--- src/rtl/hamming_pkg.sv ---
// Shared constants and helpers for the (7,4) Hamming code.
// Bit k-1 of a codeword holds Hamming position k: {d4,d3,d2,p3,d1,p2,p1}.
package hamming_pkg;

  localparam int CODE_W = 7;
  localparam int DATA_W = 4;

  // Bit index of each Hamming position inside a codeword vector.
  localparam int P1_IDX = 0;  // position 1
  localparam int P2_IDX = 1;  // position 2
  localparam int D1_IDX = 2;  // position 3
  localparam int P3_IDX = 3;  // position 4
  localparam int D2_IDX = 4;  // position 5
  localparam int D3_IDX = 5;  // position 6
  localparam int D4_IDX = 6;  // position 7

  // Syndrome bit j is the parity over every position whose index has bit j set,
  // so a single flipped position k yields syndrome value k.
  function automatic logic [2:0] calc_syndrome(input logic [CODE_W-1:0] c);
    logic [2:0] s;
    s[0] = c[P1_IDX] ^ c[D1_IDX] ^ c[D2_IDX] ^ c[D4_IDX];
    s[1] = c[P2_IDX] ^ c[D1_IDX] ^ c[D3_IDX] ^ c[D4_IDX];
    s[2] = c[P3_IDX] ^ c[D2_IDX] ^ c[D3_IDX] ^ c[D4_IDX];
    return s;
  endfunction

  // Pull the data nibble {d4,d3,d2,d1} out of a codeword.
  function automatic logic [DATA_W-1:0] extract_data(input logic [CODE_W-1:0] c);
    return {c[D4_IDX], c[D3_IDX], c[D2_IDX], c[D1_IDX]};
  endfunction

endpackage

--- src/rtl/hamming_decoder_if.sv ---
// Upstream/downstream sockets of the Hamming decoder plus its status outputs.
// The slave modport is the decoder's view; the master modport is the peer's view.
interface hamming_decoder_if
  import hamming_pkg::*;
#(
  parameter int CNT_WIDTH = 16
);

  logic [CODE_W-1:0]    i_code;
  logic                 i_valid;
  logic                 o_ready;
  logic [DATA_W-1:0]    o_data;
  logic                 o_valid;
  logic                 i_ready;
  logic                 o_corr;
  logic [2:0]           o_syn;
  logic                 o_last;
  logic [CNT_WIDTH-1:0] o_word_cnt;
  logic [CNT_WIDTH-1:0] o_corr_cnt;

  modport slave (
    input  i_code, i_valid, i_ready,
    output o_ready, o_data, o_valid, o_corr, o_syn, o_last, o_word_cnt, o_corr_cnt
  );

  modport master (
    output i_code, i_valid, i_ready,
    input  o_ready, o_data, o_valid, o_corr, o_syn, o_last, o_word_cnt, o_corr_cnt
  );

endinterface

--- src/rtl/hamming_syndrome.sv ---
// Combinational syndrome computation and single-bit correction.
// A nonzero syndrome names the position to flip; zero leaves the word untouched.
module hamming_syndrome
  import hamming_pkg::*;
(
  input  logic [CODE_W-1:0] code,
  output logic [2:0]        syn,
  output logic [CODE_W-1:0] corrected
);

  // Compute the syndrome and flip the bit it points at.
  always_comb begin
    // NOTE: every output gets a default first so no path through the block can infer a latch.
    syn       = calc_syndrome(code);
    corrected = code;
    for (int k = 0; k < CODE_W; k++) begin
      if (syn == 3'(k + 1)) begin
        corrected[k] = ~code[k];
      end
    end
  end

endmodule

--- src/rtl/hamming_decoder.sv ---
// Two-stage (7,4) Hamming decoder with valid/ready sockets on both sides.
// S1 holds the accepted codeword, S2 holds the corrected nibble and flags.
// Word/correction counters saturate; a frame index marks the last word of each block.
module hamming_decoder
  import hamming_pkg::*;
#(
  parameter int BLOCK_LEN = 64,
  parameter int CNT_WIDTH = 16
) (
  input logic              i_clk,
  input logic              i_rst,
  hamming_decoder_if.slave bus
);

  localparam int               IDX_W    = (BLOCK_LEN > 1) ? $clog2(BLOCK_LEN) : 1;
  localparam logic [IDX_W-1:0] LAST_IDX = IDX_W'(BLOCK_LEN - 1);

  logic                 s1_valid;
  logic [CODE_W-1:0]    s1_code;
  logic                 s2_valid;
  logic [DATA_W-1:0]    s2_data;
  logic [2:0]           s2_syn;
  logic                 s2_corr;
  logic [IDX_W-1:0]     frame_idx;
  logic [CNT_WIDTH-1:0] word_cnt;
  logic [CNT_WIDTH-1:0] corr_cnt;

  logic [2:0]           syn;
  logic [CODE_W-1:0]    corrected;
  logic                 ready;
  logic                 accept;
  logic                 advance;
  logic                 out_xfer;

  hamming_syndrome u_syndrome (
    .code      (s1_code),
    .syn       (syn),
    .corrected (corrected)
  );

  // Handshake decode: ready depends only on stage occupancy and i_ready, never on i_valid.
  always_comb begin
    out_xfer = s2_valid && bus.i_ready;
    advance  = s1_valid && (!s2_valid || bus.i_ready);
    ready    = !i_rst && (!s1_valid || !s2_valid || bus.i_ready);
    accept   = bus.i_valid && ready;
  end

  // Pipeline registers: S1 captures the codeword, S2 captures the decoded result.
  always_ff @(posedge i_clk) begin
    if (i_rst) begin
      // NOTE: payload registers are cleared as well, so o_data/o_syn read 0 right after reset.
      s1_valid <= 1'b0;
      s1_code  <= '0;
      s2_valid <= 1'b0;
      s2_data  <= '0;
      s2_syn   <= '0;
      s2_corr  <= 1'b0;
    end else begin
      // NOTE: non-blocking assignments let S1 and S2 both sample pre-edge values, so the pipe shifts cleanly.
      if (accept) begin
        s1_valid <= 1'b1;
        s1_code  <= bus.i_code;
      end else if (advance) begin
        s1_valid <= 1'b0;
      end

      if (advance) begin
        s2_valid <= 1'b1;
        s2_data  <= extract_data(corrected);
        s2_syn   <= syn;
        s2_corr  <= (syn != 3'd0);
      end else if (out_xfer) begin
        s2_valid <= 1'b0;
      end
    end
  end

  // Statistics and frame position, advanced only when the downstream takes a word.
  always_ff @(posedge i_clk) begin
    if (i_rst) begin
      word_cnt  <= '0;
      corr_cnt  <= '0;
      frame_idx <= '0;
    end else if (out_xfer) begin
      if (word_cnt != '1) begin
        word_cnt <= word_cnt + CNT_WIDTH'(1);
      end
      if (s2_corr && (corr_cnt != '1)) begin
        corr_cnt <= corr_cnt + CNT_WIDTH'(1);
      end
      if (frame_idx == LAST_IDX) begin
        frame_idx <= '0;
      end else begin
        frame_idx <= frame_idx + IDX_W'(1);
      end
    end
  end

  assign bus.o_ready    = ready;
  assign bus.o_valid    = s2_valid;
  assign bus.o_data     = s2_data;
  assign bus.o_syn      = s2_syn;
  assign bus.o_corr     = s2_corr;
  assign bus.o_last     = s2_valid && (frame_idx == LAST_IDX);
  assign bus.o_word_cnt = word_cnt;
  assign bus.o_corr_cnt = corr_cnt;

endmodule

--- src/flat_wrapper.sv ---
// flat-port wrapper written by rule: the top's interface ports become plain ports
module hamming_decoder_flat import hamming_pkg::*;
#(
  parameter int BLOCK_LEN = 64,
  parameter int CNT_WIDTH = 16
)
  (i_clk, i_rst, bus_i_code, bus_i_valid, bus_i_ready, bus_o_ready, bus_o_data, bus_o_valid, bus_o_corr, bus_o_syn, bus_o_last, bus_o_word_cnt, bus_o_corr_cnt);
  hamming_decoder_if #(.CNT_WIDTH(CNT_WIDTH)) bus_i ();
  input logic i_clk;
  input logic i_rst;
  input wire logic [$bits(bus_i.i_code)-1:0] bus_i_code;
  input wire logic [$bits(bus_i.i_valid)-1:0] bus_i_valid;
  input wire logic [$bits(bus_i.i_ready)-1:0] bus_i_ready;
  output wire logic [$bits(bus_i.o_ready)-1:0] bus_o_ready;
  output wire logic [$bits(bus_i.o_data)-1:0] bus_o_data;
  output wire logic [$bits(bus_i.o_valid)-1:0] bus_o_valid;
  output wire logic [$bits(bus_i.o_corr)-1:0] bus_o_corr;
  output wire logic [$bits(bus_i.o_syn)-1:0] bus_o_syn;
  output wire logic [$bits(bus_i.o_last)-1:0] bus_o_last;
  output wire logic [$bits(bus_i.o_word_cnt)-1:0] bus_o_word_cnt;
  output wire logic [$bits(bus_i.o_corr_cnt)-1:0] bus_o_corr_cnt;
  assign bus_i.i_code = bus_i_code;
  assign bus_i.i_valid = bus_i_valid;
  assign bus_i.i_ready = bus_i_ready;
  assign bus_o_ready = bus_i.o_ready;
  assign bus_o_data = bus_i.o_data;
  assign bus_o_valid = bus_i.o_valid;
  assign bus_o_corr = bus_i.o_corr;
  assign bus_o_syn = bus_i.o_syn;
  assign bus_o_last = bus_i.o_last;
  assign bus_o_word_cnt = bus_i.o_word_cnt;
  assign bus_o_corr_cnt = bus_i.o_corr_cnt;
  hamming_decoder #(.BLOCK_LEN(BLOCK_LEN), .CNT_WIDTH(CNT_WIDTH)) u_core (.i_clk(i_clk), .i_rst(i_rst), .bus(bus_i));
endmodule
--- config.mk ---
export PLATFORM = sky130hd
export DESIGN_NAME = hamming_decoder_flat
export DESIGN_NICKNAME = d
export VERILOG_FILES = /design/src/rtl/hamming_pkg.sv /design/src/rtl/hamming_decoder_if.sv /design/src/rtl/hamming_syndrome.sv /design/src/rtl/hamming_decoder.sv /design/src/flat_wrapper.sv
export SDC_FILE = /design/constraint.sdc
export NUM_CORES = 1
export LEC_CHECK = 0
export ABC_CLOCK_PERIOD_IN_PS = 3120
export BUFFER_PORTS_ARGS = -buffer_cell sky130_fd_sc_hd__buf_2
export CORE_UTILIZATION = 35
export CTS_BUF_LIST = sky130_fd_sc_hd__clkbuf_16
export DETAILED_ROUTE_END_ITERATION = 6
export GPL_ROUTABILITY_DRIVEN = 0
export SLEW_MARGIN = 40
export SYNTH_ARGS = -nofsm -noshare
export SYNTH_HDL_FRONTEND = slang
export SYNTH_SLANG_ARGS = --single-unit
--- constraint.sdc ---
create_clock -name i_clk -period 3.12 [get_ports i_clk]
set_input_delay 0 -clock i_clk [delete_from_list [all_inputs] [get_ports i_clk]]
set_output_delay 0 -clock i_clk [all_outputs]
set_load 0.02 [all_outputs]
Word level (Yosys, flattened, before mapping) --
Index checks and enable logic that the tools add are counted.
Word-level totals: flip-flop bits (word level) 55, latch bits 0, memory bits (writable) 0, memory bits (read-only) 0, output and inout bits 43, logic and storage cells 58, memories 0
Operators by class: $add $sub $neg 3, multipliers 0, divide/modulo/power cells 0, $lt $le $gt $ge 0, eq/ne operators 7, shifts and indexed selects 0, multiplexer cells 9, bitwise gates (word level) 13, reductions and logical operators 17
Operators with widths (count):
- adder 16 x 1 -> 16 bit (second input constant) | 2
- inequality test 16 bit (second input constant) | 2
- equality test 3 bit (second input constant) | 3
- bitwise XOR 1 bit | 9
- 2-to-1 mux 1 bit | 8
- adder 6 x 1 -> 6 bit (second input constant) | 1
- equality test 6 bit (second input constant) | 1
- logical AND 1 bit | 6
- 2-to-1 mux 6 bit | 1
- NOT 1 bit | 4
- AND reduction 2 bit | 2
- nonzero test 2 bit | 2
- equality test 3 x 2 -> 1 bit (second input constant) | 1
- zero test 1 bit | 3
- logical OR 1 bit | 3
- nonzero test 3 bit | 1

Logic depth before layout (Yosys ltp) --
word-level depth 6, mapped depth 6

Modules after synthesis --
A second synthesis with hierarchy kept.
Second synthesis, totals: cell total of the unflattened synthesis 312, area, all modules 2725.1 µm²
Modules (own cells, without submodules):
- hamming_decoder | instances 1, cells an instance 286, area each 2509.9 µm², sequential area each 1101.1 µm²
- hamming_syndrome | instances 1, cells an instance 26, area each 215.2 µm², sequential area each 0.0 µm²

Worst setup path before layout --
No wires, ideal clock.
kind flip-flop to flip-flop, from register u_core.word_cnt[0], in the netlist u_core.bus.o_word_cnt[0], to register u_core.word_cnt[8], in the netlist u_core.bus.o_word_cnt[8], library setup time 0.071 ns, arrival 1.938 ns, data required time 3.049 ns, setup slack 1.111 ns, cell stages (with the launch flop) 7, path buffers 1, cells stage by stage dfxtp_1 ha_1 nand2_1 or3_1 clkbuf_1 or4_1 a21oi_1
On the way: longest elaborated chain between the ends 2, elaborated cells between the ends (all ways) 3, those cells by class add/sub (1); eq/ne (1); reduce/logical (1)
Ends and longest elaborated chain:
- from (decl) | RTL line hamming_decoder.sv:25 | logic [CNT_WIDTH-1:0] word_cnt;
- from (signal assigned) | RTL line hamming_decoder.sv:87 | word_cnt <= word_cnt + CNT_WIDTH'(1);
- branches (longest 2 deep; another with adder 16 x 1 -> 16 bit)
Parallel ways; which one is timed is not known. A chain may end at the register's enable or synchronous reset.

Worst setup path in the final report --
from register u_core.s2_valid, in the netlist u_core.bus.o_valid, to register u_core.corr_cnt[12], in the netlist u_core.bus.o_corr_cnt[12]
On the way: longest elaborated chain between the ends 2
Ends and longest elaborated chain:
- from (decl) | RTL line hamming_decoder.sv:20 | logic s2_valid;
- from (signal assigned) | RTL line hamming_decoder.sv:55 | s2_valid <= 1'b0;
- from (signal assigned) | RTL line hamming_decoder.sv:69 | s2_valid <= 1'b1;
- from (signal assigned) | RTL line hamming_decoder.sv:74 | s2_valid <= 1'b0;
- logical AND 1 bit | RTL line hamming_decoder.sv:43 | out_xfer = s2_valid && bus.i_ready;
- AND reduction 2 bit (no source line)
- to (signal assigned) | RTL line hamming_decoder.sv:90 | corr_cnt <= corr_cnt + CNT_WIDTH'(1);
- to (decl) | RTL line hamming_decoder.sv:26 | logic [CNT_WIDTH-1:0] corr_cnt;
No other way between the ends.

==> summary.md <==
| Metric | Value |
|---|---|
| Result of the run | `finished, final reports clean` |
| Worst skew pair latency | `approximately 0.29 ns` |
| Detailed Route WL | `6130 um` |
| Number of storage elements in the synthesis netlist | `55` |
| CP dominant cell by count | `sky130_fd_sc_hd__or4_1` |
| Routed length per instance | `12.9 um` |
| Synth cell types | `37` |
| Count of flip-flops with a built-in enable after synthesis | `0` |
| Routed vias/inst | `5.31` |
| Min Tclk post-route | `2.00 ns` |
| Async SR Flop Fraction | `0%` |
| Flip-flop cell with the highest count after synthesis | `sky130_fd_sc_hd__dfxtp_1` |
| CP Data Arrival Time | `roughly 2.2 ns` |
| Ports | `54` |
| Maximum vdd drop | `0.215 mV` |
| Post-synth top cells | `55 x sky130_fd_sc_hd__dfxtp_1, 26 x sky130_fd_sc_hd__nor2_1, 24 x sky130_fd_sc_hd__a21oi_1` |
| Max Fclk | `499 MHz` |
| Pleak | `1.22 nW` |
| Worst clock skew | `0.00626 ns` |
| Largest net degree at the start of global routing | `63` |
| Summed negative setup slack over all endpoints | `0 ns` |
| Fin. Hold Viols | `0` |
| Core footprint | `7410 um2` |
| Antenna violations before repair | `0` |
| P per Cell Area | `445 nW/um2` |
| Total global-route track usage | `between 15 and 20%` |
| Cell type contributing the most total cell area after synthesis | `sky130_fd_sc_hd__dfxtp_1` |
| Combinational power share | `about 11%` |
| Die height | `90.4 um` |
| CTS root buf | `sky130_fd_sc_hd__clkbuf_16` |
| Cell types with the largest area share after synthesis | `sky130_fd_sc_hd__dfxtp_1 40%, sky130_fd_sc_hd__mux2_2 5.4%, sky130_fd_sc_hd__a21oi_1 4.4%, sky130_fd_sc_hd__or4_1 4.4%, sky130_fd_sc_hd__o31ai_1 4.1%` |
| Overall via count from detail_route | `between 2000 and 3000` |
| Row cnt | `31` |
| Horizontal die dimension | `90.4 um` |
| Clock tree from TritonCTS | `done` |
| Iteration-0 DRC Markers | `96` |
| CTS Sinks | `55` |
| Setup-violating endpoint count in the final report | `0` |
| Sequence of cells on the critical path | `nand3_1 -> or4_1 -> or4_1 -> a21oi_1` |
| Antenna fix cells | `0` |
| Tightest Hold Check Type | `input pin to register` |
| Net Sw Frac | `26.2%` |
| Highest cell delay on the worst timing path | `0.66 ns` |
| Post-route fraction of the period consumed by the critical path | `approximately 64%` |
| Post-cts resize count | `0` |
| Worst EP required | `3.34 ns` |
| Slew @ Worst Pin | `0.632 ns` |
| Syn_area_per_cell | `8.60 um2` |
| Post-synth design cell area | `2730 um2` |
| Net count after synthesis | `332` |
| Number of max-slew violations in the final report | `0` |
| Number of buffers on the longest clock path | `2` |
| Number of H-tree levels | `2` |
| Internal Power | `1.09 mW` |
| Delay-heaviest family, CP | `simple AND/OR/NAND/NOR gates` |
| Number of maximum-capacitance violations | `0` |
| Max stage delay cell, worst path | `sky130_fd_sc_hd__or4_1` |
| Number of buffers created by CTS | `5` |
| Total of warnings raised by yosys | `0` |
| Worst-path fanout max | `12` |
| # DRC | `0` |
| Floorplan die area | `between 8000 and 9000 um2` |
| Synth Instances | `318` |
| Number of global-route vias before repair | `2221` |
| Fraction of the yosys area taken by sequential cells | `40.3%` |
| Remaining antenna violation count after routing | `0` |
| Congestion Overflow GR | `0` |
| Net switching component of the power | `388 uW` |
| Utilization of the core after routing | `44.9%` |
| Area share of the largest cell type after synthesis | `40.3%` |
| HPWL reported at the end of detailed placement | `4340 um` |
| Initial cell density of the core | `36.9%` |
| Element type at the critical path start | `register` |
| Buf+Inv Stages, Crit Path | `0` |
| Kind of critical path | `register to register` |
| Unrepaired setup endpoints after global routing | `false` |
| Most frequent cell after synthesis | `sky130_fd_sc_hd__dfxtp_1` |
| Fraction of final layout cells with drive strength greater than 1 | `21.5%` |
| Number of nets in the finished design | `389` |
| Crit path capture type | `register` |
| Clock transition at the registers of the reported paths | `0.08 ns` |
| Sequential group share of total power | `49.8%` |
| Worst rel slew slack | `57.9%` |
| Router iterations before antenna repair | `4` |
| Global-route wire length before repair | `10500 um` |
| Clock share of power | `39.1%` |
| Count of input and output buffers | `53` |
| Area growth from synthesis to final layout | `21.6%` |
## worst paths after layout
path         cells after the start  slack, ns                         to                 from
max                              4       1.12  u_core.bus.o_corr_cnt[12]   u_core.bus.o_valid
min                              4       0.07         u_core.bus.o_valid          bus_i_ready
max reg2reg                      4       1.12  u_core.bus.o_corr_cnt[12]   u_core.bus.o_valid
min reg2reg                      2       0.49        u_core.frame_idx[1]  u_core.frame_idx[1]
## layout make-up
| type | count | area (um2) |
|---|---|---|
| multi-input cells | 238 | 1540 |
| clock buffers | 5 | 125 |
| flip-flops and latches | 55 | 1100 |
| clock inverters | 3 | 25.0 |
| well taps | 99 | 124 |
| inverters | 10 | 37.5 |
| repair buffers | 65 | 375 |
| fillers | 723 | 4090 |
## layout by cell type (no fill, tap or decap), types with 10 or more instances in the layout
cell type | netlist | final
sky130_fd_sc_hd__a21oi_1 | 24 | 24
sky130_fd_sc_hd__buf_2 | 3 | 53
sky130_fd_sc_hd__dfxtp_1 | 55 | 55
sky130_fd_sc_hd__inv_1 | 10 | 10
sky130_fd_sc_hd__mux2_2 | 13 | 13
sky130_fd_sc_hd__nand2_1 | 16 | 16
sky130_fd_sc_hd__nand3_1 | 14 | 14
sky130_fd_sc_hd__nor2_1 | 26 | 26
sky130_fd_sc_hd__nor2b_1 | 16 | 16
sky130_fd_sc_hd__nor3_1 | 11 | 11
sky130_fd_sc_hd__o31ai_1 | 15 | 15
sky130_fd_sc_hd__or4_1 | 16 | 16
## power by group through the flow
stage                     combinational [mW]  sequential [mW]  clock, mW
final                                  0.164            0.737      0.579
after global routing                   0.183            0.740      0.623
after detailed placement               0.156            0.753          0
after floorplan                        0.106            0.763          0
after global placement                 0.155            0.753          0
after CTS                              0.164            0.737      0.598
## kinds of logic after synthesis
kind of cell,share of synthesized area (%)
AO/OA/AOI/OAI,16.2
XOR/XNOR,5.72
adder cells (fa/ha/maj),1.37
buffers and inverters,3.57
flip-flops,40.3
multiplexers,5.72
AND/OR/NAND/NOR,27.1
## state kept, by name, indices dropped and copies added, names as in the netlist
| register | cells |
|---|---|
| u_core.frame_idx | 6 |
| u_core.bus.o_corr_cnt | 16 |
| u_core.s1_code | 7 |
| u_core.bus.o_corr | 1 |
| u_core.bus.o_data | 4 |
| u_core.bus.o_valid | 1 |
| u_core.bus.o_word_cnt | 16 |
| u_core.s1_valid | 1 |
| u_core.bus.o_syn | 3 |
## worst min-delay path: cells and delay by family
family                 cells  cell delay (ns)
and+or+nand+nor            3             0.21
buffers and inverters      1             0.11
## layer usage
metal	share of wire, %	vias up	GRT usage (%)	routed length [um]
li1	-	1297	-	-
met1	49	1165	20.5	3000
met2	46	51	25.0	2790
met3	3.8	7	3.54	236
met4	1.6	0	5.78	99
met5	0	-	0	0
## repair_timing
action	4_1_cts	5_1_grt
hold buffers	8	0
buffers inserted	0	0
hold endpoints to repair	8	0
## per-stage QoR
step | setup WS [ns] | area (um2) | cells | hold slack (ns) | total power, mW
after floorplan | 1.11 | 2730 | 318 | 0.117 | 0.869
after global placement | 1.19 | 3090 | 459 | 0.225 | 0.908
after detailed placement | 1.15 | 3090 | 459 | 0.233 | 0.909
after CTS | 1.12 | 3320 | 475 | 0.0596 | 1.50
after global routing | 0.969 | 3320 | 475 | 0.0920 | 1.55
final | 1.12 | 3320 | 475 | 0.0665 | 1.48
Power figures use the tool's default switching activity.
